File: config.mk
export PLATFORM = sky130hd
export DESIGN_NAME = bcd_time_counter_flat
export DESIGN_NICKNAME = d
export VERILOG_FILES = /design/src/rtl/bcd_time_counter_if.sv /design/src/rtl/bcd_time_counter.sv /design/src/flat_wrapper.sv
export SDC_FILE = /design/constraint.sdc
export NUM_CORES = 1
export LEC_CHECK = 0
export CELL_PAD_IN_SITES_DETAIL_PLACEMENT = 1
export CELL_PAD_IN_SITES_GLOBAL_PLACEMENT = 1
export CORE_MARGIN = 8
export CORE_UTILIZATION = 45
export DETAILED_ROUTE_END_ITERATION = 8
export HOLD_SLACK_MARGIN = 0.15
export PLACE_DENSITY_LB_ADDON = 0.1
export SYNTH_ARGS = -nofsm -noshare
export SYNTH_HDL_FRONTEND = slang
export SYNTH_SLANG_ARGS = --single-unit
export TNS_END_PERCENT = 20
File: constraint.sdc
create_clock -name sys_clk -period 9.6 [get_ports sys_clk]
set_clock_uncertainty 0.2 [all_clocks]
set_input_delay 1.44 -clock sys_clk [delete_from_list [all_inputs] [get_ports sys_clk]]
set_output_delay 1.44 -clock sys_clk [all_outputs]
set_load 0.02 [all_outputs]
File: src/rtl/bcd_time_counter_if.sv
// rtl/bcd_time_counter_if.sv - time-set request/response handshake bundle
interface bcd_time_counter_if;
   logic        set_valid;
   logic [23:0] set_time;
   logic        set_ready;
   logic        set_done;
   logic        set_err;

   modport master (
      output set_valid,
      output set_time,
      input  set_ready,
      input  set_done,
      input  set_err
   );

   modport slave (
      input  set_valid,
      input  set_time,
      output set_ready,
      output set_done,
      output set_err
   );
endinterface

File: src/rtl/bcd_time_counter.sv
// rtl/bcd_time_counter.sv - cascaded-BCD time-of-day counter with 12/24h display and validated set
module bcd_time_counter #(
   parameter int          CLK_FREQ_HZ = 100000000,
   parameter logic [23:0] RESET_TIME  = 24'h043440
) (
   input  logic                      sys_clk,
   input  logic                      rst,
   input  logic                      run_en,
   input  logic                      mode_12h,
   bcd_time_counter_if.slave         set_bus,
   output logic [3:0]                hours_tens,
   output logic [3:0]                hours_ones,
   output logic [3:0]                minutes_tens,
   output logic [3:0]                minutes_ones,
   output logic [3:0]                seconds_tens,
   output logic [3:0]                seconds_ones,
   output logic                      pm,
   output logic                      sec_tick,
   output logic                      day_tick
);

   localparam int              PRE_W   = (CLK_FREQ_HZ > 2) ? $clog2(CLK_FREQ_HZ) : 1;
   localparam logic [PRE_W-1:0] PRE_MAX = PRE_W'(CLK_FREQ_HZ - 1);

   typedef enum logic {
      IDLE,
      CHECK
   } set_state_t;

   set_state_t       state;
   set_state_t       state_next;
   logic [PRE_W-1:0] prescaler;
   logic [23:0]      time_r;
   logic [23:0]      time_inc;
   logic [23:0]      shadow;
   logic             tick;
   logic             wrap_day;
   logic             shadow_legal;
   logic             set_ready_c;
   logic             set_load;
   logic             set_reject;
   logic             set_done_r;
   logic             set_err_r;
   logic [4:0]       hour_bin;
   logic [4:0]       disp_hour;
   logic [4:0]       disp_ones;
   logic [3:0]       disp_tens;
   logic             disp_pm;

   assign tick = run_en && (prescaler == PRE_MAX);

   assign set_bus.set_ready = set_ready_c;
   assign set_bus.set_done  = set_done_r;
   assign set_bus.set_err   = set_err_r;

   // Hours may only be 00-23; minute and second tens stop at 5.
   assign shadow_legal = (shadow[23:20] <= 4'd2) &&
                         (shadow[19:16] <= 4'd9) &&
                         !((shadow[23:20] == 4'd2) && (shadow[19:16] > 4'd3)) &&
                         (shadow[15:12] <= 4'd5) &&
                         (shadow[11:8]  <= 4'd9) &&
                         (shadow[7:4]   <= 4'd5) &&
                         (shadow[3:0]   <= 4'd9);

   always_comb begin
      time_inc = time_r;
      wrap_day = 1'b0;
      if (time_r[3:0] != 4'd9) begin
         time_inc[3:0] = time_r[3:0] + 4'd1;
      end else begin
         time_inc[3:0] = 4'd0;
         if (time_r[7:4] != 4'd5) begin
            time_inc[7:4] = time_r[7:4] + 4'd1;
         end else begin
            time_inc[7:4] = 4'd0;
            if (time_r[11:8] != 4'd9) begin
               time_inc[11:8] = time_r[11:8] + 4'd1;
            end else begin
               time_inc[11:8] = 4'd0;
               if (time_r[15:12] != 4'd5) begin
                  time_inc[15:12] = time_r[15:12] + 4'd1;
               end else begin
                  time_inc[15:12] = 4'd0;
                  if ((time_r[23:20] == 4'd2) && (time_r[19:16] == 4'd3)) begin
                     time_inc[23:16] = 8'h00;
                     wrap_day        = 1'b1;
                  end else if (time_r[19:16] == 4'd9) begin
                     time_inc[19:16] = 4'd0;
                     time_inc[23:20] = time_r[23:20] + 4'd1;
                  end else begin
                     time_inc[19:16] = time_r[19:16] + 4'd1;
                  end
               end
            end
         end
      end
   end

   always_comb begin
      state_next  = state;
      set_ready_c = 1'b0;
      set_load    = 1'b0;
      set_reject  = 1'b0;
      case (state)
         IDLE: begin
            set_ready_c = 1'b1;
            if (set_bus.set_valid) begin
               state_next = CHECK;
            end
         end
         CHECK: begin
            state_next = IDLE;
            set_load   = shadow_legal;
            set_reject = !shadow_legal;
         end
         default: state_next = IDLE;
      endcase
   end

   always_ff @(posedge sys_clk or posedge rst) begin
      if (rst) begin
         state <= IDLE;
      end else begin
         state <= state_next;
      end
   end

   // A legal set takes priority over a coincident tick and swallows its strobes.
   always_ff @(posedge sys_clk or posedge rst) begin
      if (rst) begin
         shadow     <= RESET_TIME;
         prescaler  <= '0;
         time_r     <= RESET_TIME;
         sec_tick   <= 1'b0;
         day_tick   <= 1'b0;
         set_done_r <= 1'b0;
         set_err_r  <= 1'b0;
      end else begin
         if ((state == IDLE) && set_bus.set_valid) begin
            shadow <= set_bus.set_time;
         end
         if (set_load) begin
            prescaler <= '0;
         end else if (run_en) begin
            prescaler <= tick ? '0 : prescaler + PRE_W'(1);
         end
         if (set_load) begin
            time_r <= shadow;
         end else if (tick) begin
            time_r <= time_inc;
         end
         sec_tick   <= tick && !set_load;
         day_tick   <= tick && !set_load && wrap_day;
         set_done_r <= set_load;
         set_err_r  <= set_reject;
      end
   end

   assign hour_bin = (5'(time_r[23:20]) * 5'd10) + 5'(time_r[19:16]);

   always_comb begin
      disp_hour = hour_bin;
      disp_pm   = 1'b0;
      if (mode_12h) begin
         if (hour_bin == 5'd0) begin
            disp_hour = 5'd12;
         end else if (hour_bin >= 5'd12) begin
            disp_pm = 1'b1;
            if (hour_bin > 5'd12) begin
               disp_hour = hour_bin - 5'd12;
            end
         end
      end
      if (disp_hour >= 5'd20) begin
         disp_tens = 4'd2;
         disp_ones = disp_hour - 5'd20;
      end else if (disp_hour >= 5'd10) begin
         disp_tens = 4'd1;
         disp_ones = disp_hour - 5'd10;
      end else begin
         disp_tens = 4'd0;
         disp_ones = disp_hour;
      end
   end

   always_ff @(posedge sys_clk or posedge rst) begin
      if (rst) begin
         hours_tens   <= RESET_TIME[23:20];
         hours_ones   <= RESET_TIME[19:16];
         minutes_tens <= RESET_TIME[15:12];
         minutes_ones <= RESET_TIME[11:8];
         seconds_tens <= RESET_TIME[7:4];
         seconds_ones <= RESET_TIME[3:0];
         pm           <= 1'b0;
      end else begin
         hours_tens   <= disp_tens;
         hours_ones   <= disp_ones[3:0];
         minutes_tens <= time_r[15:12];
         minutes_ones <= time_r[11:8];
         seconds_tens <= time_r[7:4];
         seconds_ones <= time_r[3:0];
         pm           <= disp_pm;
      end
   end

endmodule
File: src/flat_wrapper.sv
// flat-port wrapper written by rule: the top's interface ports become plain ports
module bcd_time_counter_flat 
#(
   parameter int          CLK_FREQ_HZ = 100000000,
   parameter logic [23:0] RESET_TIME  = 24'h043440
)
  (sys_clk, rst, run_en, mode_12h, hours_tens, hours_ones, minutes_tens, minutes_ones, seconds_tens, seconds_ones, pm, sec_tick, day_tick, set_bus_set_valid, set_bus_set_time, set_bus_set_ready, set_bus_set_done, set_bus_set_err);
  bcd_time_counter_if set_bus_i ();
  input  logic sys_clk;
  input  logic rst;
  input  logic run_en;
  input  logic mode_12h;
  output logic [3:0] hours_tens;
  output logic [3:0] hours_ones;
  output logic [3:0] minutes_tens;
  output logic [3:0] minutes_ones;
  output logic [3:0] seconds_tens;
  output logic [3:0] seconds_ones;
  output logic pm;
  output logic sec_tick;
  output logic day_tick;
  input wire logic [$bits(set_bus_i.set_valid)-1:0] set_bus_set_valid;
  input wire logic [$bits(set_bus_i.set_time)-1:0] set_bus_set_time;
  output wire logic [$bits(set_bus_i.set_ready)-1:0] set_bus_set_ready;
  output wire logic [$bits(set_bus_i.set_done)-1:0] set_bus_set_done;
  output wire logic [$bits(set_bus_i.set_err)-1:0] set_bus_set_err;
  assign set_bus_i.set_valid = set_bus_set_valid;
  assign set_bus_i.set_time = set_bus_set_time;
  assign set_bus_set_ready = set_bus_i.set_ready;
  assign set_bus_set_done = set_bus_i.set_done;
  assign set_bus_set_err = set_bus_i.set_err;
  bcd_time_counter #(.CLK_FREQ_HZ(CLK_FREQ_HZ), .RESET_TIME(RESET_TIME)) u_core (.sys_clk(sys_clk), .rst(rst), .run_en(run_en), .mode_12h(mode_12h), .set_bus(set_bus_i), .hours_tens(hours_tens), .hours_ones(hours_ones), .minutes_tens(minutes_tens), .minutes_ones(minutes_ones), .seconds_tens(seconds_tens), .seconds_ones(seconds_ones), .pm(pm), .sec_tick(sec_tick), .day_tick(day_tick));
endmodule
# == Word-level counts from Yosys, hierarchy flattened ==
# Index checks and enable logic that the tools add are counted.
# Widths: inputs -> output; s select.
# totals
ff_bits,105
inputBits,29
word_cells,118
# op_classes
addsub,11
mul,1
n_lt_le_gt_ge,11
n_eq_ne,13
n_mux,37
bitwise,1
n_reduce_logical,24
# ops
operator,n
$mux 27,3
$mux 24,2
$mux 4,9
$add 27x1->27 const B,1
$eq 27x27->1 const B,1
$add 4x1->4 const B,6
$mux 20,1
$mux 5,4
$mux 16,1
$mux 8,2
$mux 1,13
$eq 4x2->1 const B,3
$le 4x4->1 const B,3
$logic_and 1x1->1,12
$mux 12,1
$ge 5x4->1 const B,2
$le 4x3->1 const B,2
$ne 2x1->1 const B,4
$ne 4x3->1 const B,2
$ne 4x4->1 const B,2
$reduce_and 6->1,1
$add 5x4->5,1
$ge 5x5->1 const B,1
$gt 5x4->1 const B,1
other kinds (17),20

# == Logic depth before layout (Yosys ltp) ==
# Gate-level depths: netlist (run 1).
# logic_depth
depth_word,12
ltp_mapped,15
mapped_depth_nobuf,15

# == Worst setup path after synthesis (run 1) ==
# Ideal clock, no wire load.
# synth_path
kind,reg-to-reg
from,register u_core.time_r[20]
to,register u_core.hours_ones[1]
setup_time_ns,0.090
t_arrival_ns,3.310
required_ns,9.310
setup_slack_ns,6.001
stages_incl_launch_ff,15
path_cell_list,dfrtp_1 ha_1 ha_1 xor2_1 inv_1 ha_1 or3b_2 o211ai_1 nand4_1 and2_1 ha_1 inv_1 nand4_1 or3_1 o2111ai_1
# synth_via
elab_chain_cells,10
elab_cells_between_ends,16
cone_classes,add/sub: 4; mul: 1; order compare: 4; mux: 6; reduce/logical: 1
# synth_lines
item,line_no,text
from (decl),bcd_time_counter.sv:33,logic [23:0] time_r;
from (signal assigned),bcd_time_counter.sv:148,time_r <= shadow;
from (signal assigned),bcd_time_counter.sv:150,time_r <= time_inc;
$mul 4x3->4 (*),bcd_time_counter.sv:159,assign hour_bin = (5'(time_r[23:20]) * 5'd10) + 5'(time_r[19:16]);
$add 5x4->5 (*),bcd_time_counter.sv:159,
$sub 5x4->5 / $gt 5x4->1 (equally long branches),"bcd_time_counter.sv:170, bcd_time_counter.sv:169",
$mux 5,bcd_time_counter.sv:169,if (hour_bin > 5'd12) begin
$mux 5,bcd_time_counter.sv:167,end else if (hour_bin >= 5'd12) begin
$mux 5,bcd_time_counter.sv:165,if (hour_bin == 5'd0) begin
$mux 5 (*),bcd_time_counter.sv:164,if (mode_12h) begin
$sub 4x4->4 / $ge 5x4->1 (equally long branches),"bcd_time_counter.sv:179, bcd_time_counter.sv:177",
$mux 4,bcd_time_counter.sv:177,end else if (disp_hour >= 5'd10) begin
$mux 4 (*),bcd_time_counter.sv:174,if (disp_hour >= 5'd20) begin
net u_core.disp_ones[1],bcd_time_counter.sv:46,logic [4:0] disp_ones;
to (signal assigned),bcd_time_counter.sv:189,hours_ones <= RESET_TIME[19:16];
to (signal assigned),bcd_time_counter.sv:197,hours_ones <= disp_ones[3:0];
to (decl),bcd_time_counter.sv:12,"output logic [3:0] hours_ones,"
# The timed path passes the listed nets; every way through them passes the cells marked *.
# A chain may end at the register's enable or synchronous reset.

# == Worst setup path after layout (run 1) ==
# layout_path
from,register u_core.time_r[20]
to,register u_core.hours_ones[2]
# The elaborated chain is that of the path after synthesis.

==> results.toml, run 1 <==
[floorplan]
placementRows = 40
start_util = 0.457
io_pins = 59
die_height_um = 126
die_w_um = 126
coreArea_um2 = 11900
die_area_um2 = 15800

[clocking]
cts_resized = 0
cts_hold_buffers = 0
clock-sinks = 103
cts-root-buf = "clkbuf_16"
post-cts-setup-buffer-count = 0
cts_buffers = 9
htree_num_levels = 3
cts_tree = "done"
clockBufferDepth = 2
clock_latency_ps = 360
cts.clk_slew.worst_paths_ps = 70

[final_layout]
layout_commonest_cell = "dfrtp_1"
diodes = 0
syn_to_final_growth_pct = 18.0
fin_nets = 615
drive_gt1_frac = 0.145
most-common-layout-cells = "dfrtp_1 (88), clkdlybuf4s50_1 (56), nor2_1 (43)"
n_fill_cell = 1312

[setup_path]
r2r_slack_ps = 5450
worst_setup_path_start_kind = "flop"
path_common_cell = "ha_1"
path_delay_family = "simple AND/OR/NAND/NOR gates"
reg2regPathDepth = 14
critPathMaxStageDelay_ps = 520
crit_chain = "ha_1 -> ha_1 -> xor2_1 -> inv_1 -> ha_1 -> or3b_2 -> o211ai_1 -> nand4_1 -> and2_1 -> ha_1 -> inv_1 -> nand4_1 -> and4_1 -> nor4_1"
r2r_end = "u_core.hours_ones[2]"
crit_type = "reg2reg"
endpoint_kind = "flop"
r2r-start = "u_core.time_r[20]"
crit_fanout = 7
critPathSlowestCell = "or3b_2"
crit_buf_inv = 2
critPathRequiredTime_ps = 9640
cp.arrival_ps = 4190

[logic_synthesis]
synthMuxAreaShare = 0.0612
seq_area_frac_synth = 0.479
synth_compound_area_frac = 0.115
ys_ff_latch = 103
synthesis.area_um2 = 5420
syn_inst = 523
ys_async_sr_fraction = 1.00
yosysWarnings = 0
synth-simple-area-share = 0.230
synth_xor_area_frac = 0.0522
synth_top_flop_cell = "dfrtp_1"
synth_top_family_by_area = "simple AND/OR/NAND/NOR gates"
synthDistinctLibCells = 78
synthAdderAreaFrac = 0.0314
synth_edf_count = 0
avgSynthCellArea_um2 = 10.4

[global_route]
grt_usage = 0.183
grt_max_degree = 67
antenna_found_initial = 0
grt_first_pass_wirelength_mm = 23.7
grt_pass1_vias = 4619
grt_overflow = 0

[sta]
relSlewSlack = 0.449
fin_tns_setup_ps = 0
grt_setup_unrepaired = "no"
whs_ps = 188
fmax_mhz = 241
setup_viol = 0
worst_pin_slew_ps = 825
min_period_over_period = 0.432
period_minus_slack_ps = 4150
hold_violations = 0
finalMaxSlewViolations = 0

[placed_design]
dp_hpwl_mm = 9.89
io_buffers = 56
gp_congestion = 0.839

[pwr]
clkPwrFrac = 0.236
cellInternalPower_uw = 1010
power_density_nw_per_um2 = 248
p_leak_uw = 0.00261
switching_power_uw = 580
p_comb_frac = 0.364
pwr-share-seq = 0.400
swShare = 0.365
peakVddDrop_mv = 0.163

[route]
drt_iter0_drc = 216
wire_per_inst_um = 18.8
firstDrtPassIters = 4
ant_nets = 0
wirelength_mm = 13.6
vias_per_cell = 5.78
drc = 0
vias = 4190

[hold_path]
worstHoldEndpoint = "u_core.minutes_tens[0]"
hold_start = "u_core.time_r[12]"
hold_depth = 0
hold_path.class = "reg2reg"

[outcome]
status = "completed"

[run]
cap_violations = 0
-- Yosys cell counts (4+ instances only) --
cell       n  area, um2
a21oi_1   20        100
a31oi_1    9       56.3
and2_1     8       50.1
and3_1     6       37.5
and4_1     5       43.8
clkbuf_1  12       45.0
dfrtp_1   88       2200
dfstp_2   15        394
ha_1      12        150
inv_1     18       67.6
mux2_2    25        282
mux2i_1    5       50.1
nand2_1   42        158
nand3_1   17       85.1
nand4_1   12       75.1
nand4b_1   5       43.8
nor2_1    43        161
nor2b_1    8       50.1
nor3_1    11       55.1
nor4_1    11       68.8
o211ai_1   6       45.0
o21ai_0   35        175
o31ai_1    4       30.0
or3_1      5       31.3
xnor2_1   13        114
xor2_1    14        123
-- worst register-to-register path, stage by stage, from the launching register on --
cell and delay, ps:
dfrtp_1 460, ha_1 330, ha_1 350, xor2_1 260, inv_1 120, ha_1 200, or3b_2 520, o211ai_1 150
nand4_1 180, and2_1 260, ha_1 240, inv_1 90, nand4_1 190, and4_1 270, nor4_1 250
-- sequential cells by signal, summed over array words and instances (netlist names) --
| register | flops |
|---|---|
| u_core.state | 1 |
| u_core.shadow | 24 |
| u_core.minutes_ones | 4 |
| u_core.seconds_tens | 4 |
| u_core.hours_tens | 2 |
| u_core.prescaler | 27 |
| u_core.pm | 1 |
| u_core.hours_ones | 4 |
| u_core.sec_tick | 1 |
| u_core.set_bus.set_done | 1 |
| u_core.time_r | 24 |
| u_core.set_bus.set_err | 1 |
| u_core.minutes_tens | 4 |
| u_core.day_tick | 1 |
| u_core.seconds_ones | 4 |
-- cells by family after synthesis --
group	after synthesis
AO/OA/AOI/OAI	97
XOR/XNOR	29
adder cells (fa/ha/maj)	13
buffers and inverters	40
flip-flops	103
multiplexers	30
other	1
AND/OR/NAND/NOR	210
-- power by group through the flow --
stage | registers [uW] | logic [uW] | clock network (uW)
global route | 650 | 651 | 399
global placement | 637 | 559 | 0
detailed placement | 643 | 582 | 0
CTS | 636 | 586 | 387
finish | 635 | 579 | 375
floorplan | 651 | 374 | 0
-- layout make-up --
type	count	area [um2]	share of cell area
multi-input combinational	381	2660	0.416
sequential	103	2600	0.406
timing repair buffer	59	583	0.0912
clock buffer	11	243	0.0380
tap	147	184	0.0288
inverter	19	73.8	0.0115
clock inverter	5	56.3	0.00880
-- metal layers --
metal,track usage,routed length (um)
met1,0.225,6140
met3,0.0456,443
met2,0.315,6940
met5,0,0
met4,0.0439,125
-- worst max-delay path by stage --
stage	start	endpoint	cells past startpoint
CTS	u_core.time_r[20]	u_core.hours_ones[2]	14
finish	u_core.time_r[20]	u_core.hours_ones[2]	14
global route	u_core.time_r[20]	u_core.hours_ones[1]	15
detailed placement	run_en	u_core.time_r[23]	7
floorplan	rst	u_core.day_tick	1
global placement	run_en	u_core.time_r[23]	7
-- stage by stage --
stage               instance area, um2  cells  setup slack [ps]  power, uW   util
floorplan                         5420    524              5280       1030      -
global placement                  6100    709              5340       1200  0.514
detailed placement                6100    709              5260       1230  0.514
CTS                               6390    725              5450       1610  0.539
global route                      6390    725              5190       1700  0.539
finish                            6390    725              5450       1590  0.539
Power figures use the tool's default switching activity.
==> run 2, diff against run 1 <==
==> constraint.sdc (replaced) <==
create_clock -name sys_clk -period 4.1 [get_ports sys_clk]
set_clock_uncertainty 0.2 [all_clocks]
set_input_delay 0.615 -clock sys_clk [delete_from_list [all_inputs] [get_ports sys_clk]]
set_output_delay 0.615 -clock sys_clk [all_outputs]
set_load 0.02 [all_outputs]
==> run 2 against run 1 <==
  * Setup slack worse by 5400 ps
  * Final cell count grew 1.7%
  * Critical path type unchanged
  * Core utilization increased by 1.1 points
  * Sequential power up 130%
==> results.toml, run 2 (synthesis gave the netlist of run 1 again) <==
[outcome]
status = "completed"

[final_layout]
n_fill_cell = 1299
drive_gt1_frac = 0.175
layout_commonest_cell = "dfrtp_1"
reg.largest.list = "u_core.prescaler (27), u_core.shadow (24), u_core.time_r (24)"
top_register = "u_core.prescaler"
fin_nets = 627
largest_register_ff_count = 27
design_area_um2 = 6530
stdcell_count = 737
syn_to_final_growth_pct = 20.5
seq_area_um2 = 2600
diodes = 0
most-common-layout-cells = "dfrtp_1 (86), clkdlybuf4s50_1 (56), nor2_1 (43)"
multi_input_area_um2 = 2670

[pwr]
p_leak_uw = 0.00267
power_density_nw_per_um2 = 587
peakVddDrop_mv = 0.444
p_comb_frac = 0.376
switching_power_uw = 1400
swShare = 0.366
pwr-share-seq = 0.387
cellInternalPower_uw = 2430
clkPwrFrac = 0.237

[clocking]
cts_tree = "done"
htree_num_levels = 3
clock-sinks = 103
cts-root-buf = "clkbuf_16"
clockBufferDepth = 2
cts_buffers = 9
clock_latency_ps = 350
cts.clk_slew.worst_paths_ps = 70

[setup_path]
worst_setup_path_start_kind = "flop"
crit_fanout = 7
startpoint = "u_core.time_r[20]"
cp.arrival_ps = 4100
critPathRequiredTime_ps = 4180
endpoint_kind = "flop"
crit_type = "reg2reg"
r2r-start = "u_core.time_r[20]"

[global_route]
grt_usage = 0.184
grt_max_degree = 69
grt_overflow = 0
antenna_found_initial = 0
grt_pass1_vias = 4670
grt_first_pass_wirelength_mm = 23.5

[sta]
min_period_over_period = 0.982
fmax_mhz = 248
whs_ps = 195
period_minus_slack_ps = 4030
worst_pin_slew_ps = 851
finalMaxSlewViolations = 0
hold_violations = 0
setup_viol = 0
relSlewSlack = 0.433

[floorplan]
die_area_um2 = 15800
placementRows = 40
die_w_um = 126
start_util = 0.457
io_pins = 59
coreArea_um2 = 11900
die_height_um = 126

[placed_design]
gp_congestion = 0.844
placed_cells = 719
dpl_cell_area_um2 = 6180
dp_hpwl_mm = 10.1
io_buffers = 56

[route]
drc = 0
wire_per_inst_um = 19.2
wirelength_mm = 14.1
vias_per_cell = 5.84
drt_iter0_drc = 300
firstDrtPassIters = 4
vias = 4303
ant_nets = 0

[hold_path]
hold_path.class = "reg2reg"
hold_start = "u_core.time_r[10]"

[run]
cap_violations = 0
-- run 2: changes by cell type in the layout (fill, tap and decap cells not counted), sizes merged --
cell      before  now
buf            3   15
clkinv         2    0
clkinvlp       1    2
inv           20   21
-- run 2: power groups by stage --
| stage | Sequential, uW | Clock [uW] | Combinational, uW |
|---|---|---|---|
| 2_1_floorplan | 1520 | 0 | 877 |
| 3_5_place_dp | 1500 | 0 | 1370 |
| 5_1_grt | 1520 | 962 | 1580 |
| 3_3_place_gp | 1490 | 0 | 1310 |
| 6_report | 1480 | 910 | 1440 |
| 4_1_cts | 1480 | 931 | 1380 |
-- run 2: final timing paths --
kind	end	slack, ps	depth (start not counted)
worst min register to register	u_core.minutes_ones[2]	200	0
worst min-delay path	u_core.minutes_ones[2]	200	0
max in group asynchronous	u_core.hours_ones[2]	2220	3
worst max register to register	u_core.hours_ones[2]	70	15
min in group asynchronous	u_core.prescaler[24]	580	2
worst max-delay path	u_core.hours_ones[2]	70	15
-- run 2: area by class of cell --
cell class,instances,share of cell area
Tap cell,147,0.0282
Timing Repair Buffer,71,0.105
Multi-Input combinational cell,381,0.409
Inverter,19,0.0113
Clock buffer,11,0.0387
Clock inverter,5,0.00958
Sequential cell,103,0.398
-- run 2: layer usage --
layer / part of all wire / vias up / global-route usage
li1: - / 2015 / -
met1: 0.44 / 2189 / 0.224
met2: 0.51 / 74 / 0.312
met3: 0.035 / 25 / 0.0401
met4: 0.018 / 0 / 0.0708
met5: 0 / - / 0
-- run 2: per-stage QoR --
step            util  power (uW)  worst slack [ps]  setup TNS [ps]
5_1_grt        0.551        4060             -50.6           -88.3
2_1_floorplan      -        2400               501               0
4_1_cts        0.548        3800              40.9               0
3_5_place_dp   0.521        2870              65.7               0
3_3_place_gp   0.521        2790               280               0
6_report       0.551        3840              74.3               0
-- run 2: repair_timing --
item,in CTS,in global routing
setup endpoints to repair,0,4
hold endpoints to repair,0,0
gates resized for setup,0,6
hold buffers,0,0
setup buffers,0,2
-- run 2: critical path, stage by stage (launching register included) --
cell	delay [ps]
dfrtp_2	450
ha_1	310
ha_2	320
xor2_2	230
inv_1	110
ha_2	210
or3b_2	500
o211ai_1	160
nand4_1	220
and2_4	220
ha_1	210
inv_1	90
nand4_1	180
buf_4	200
a211oi_1	240
nor4_1	90
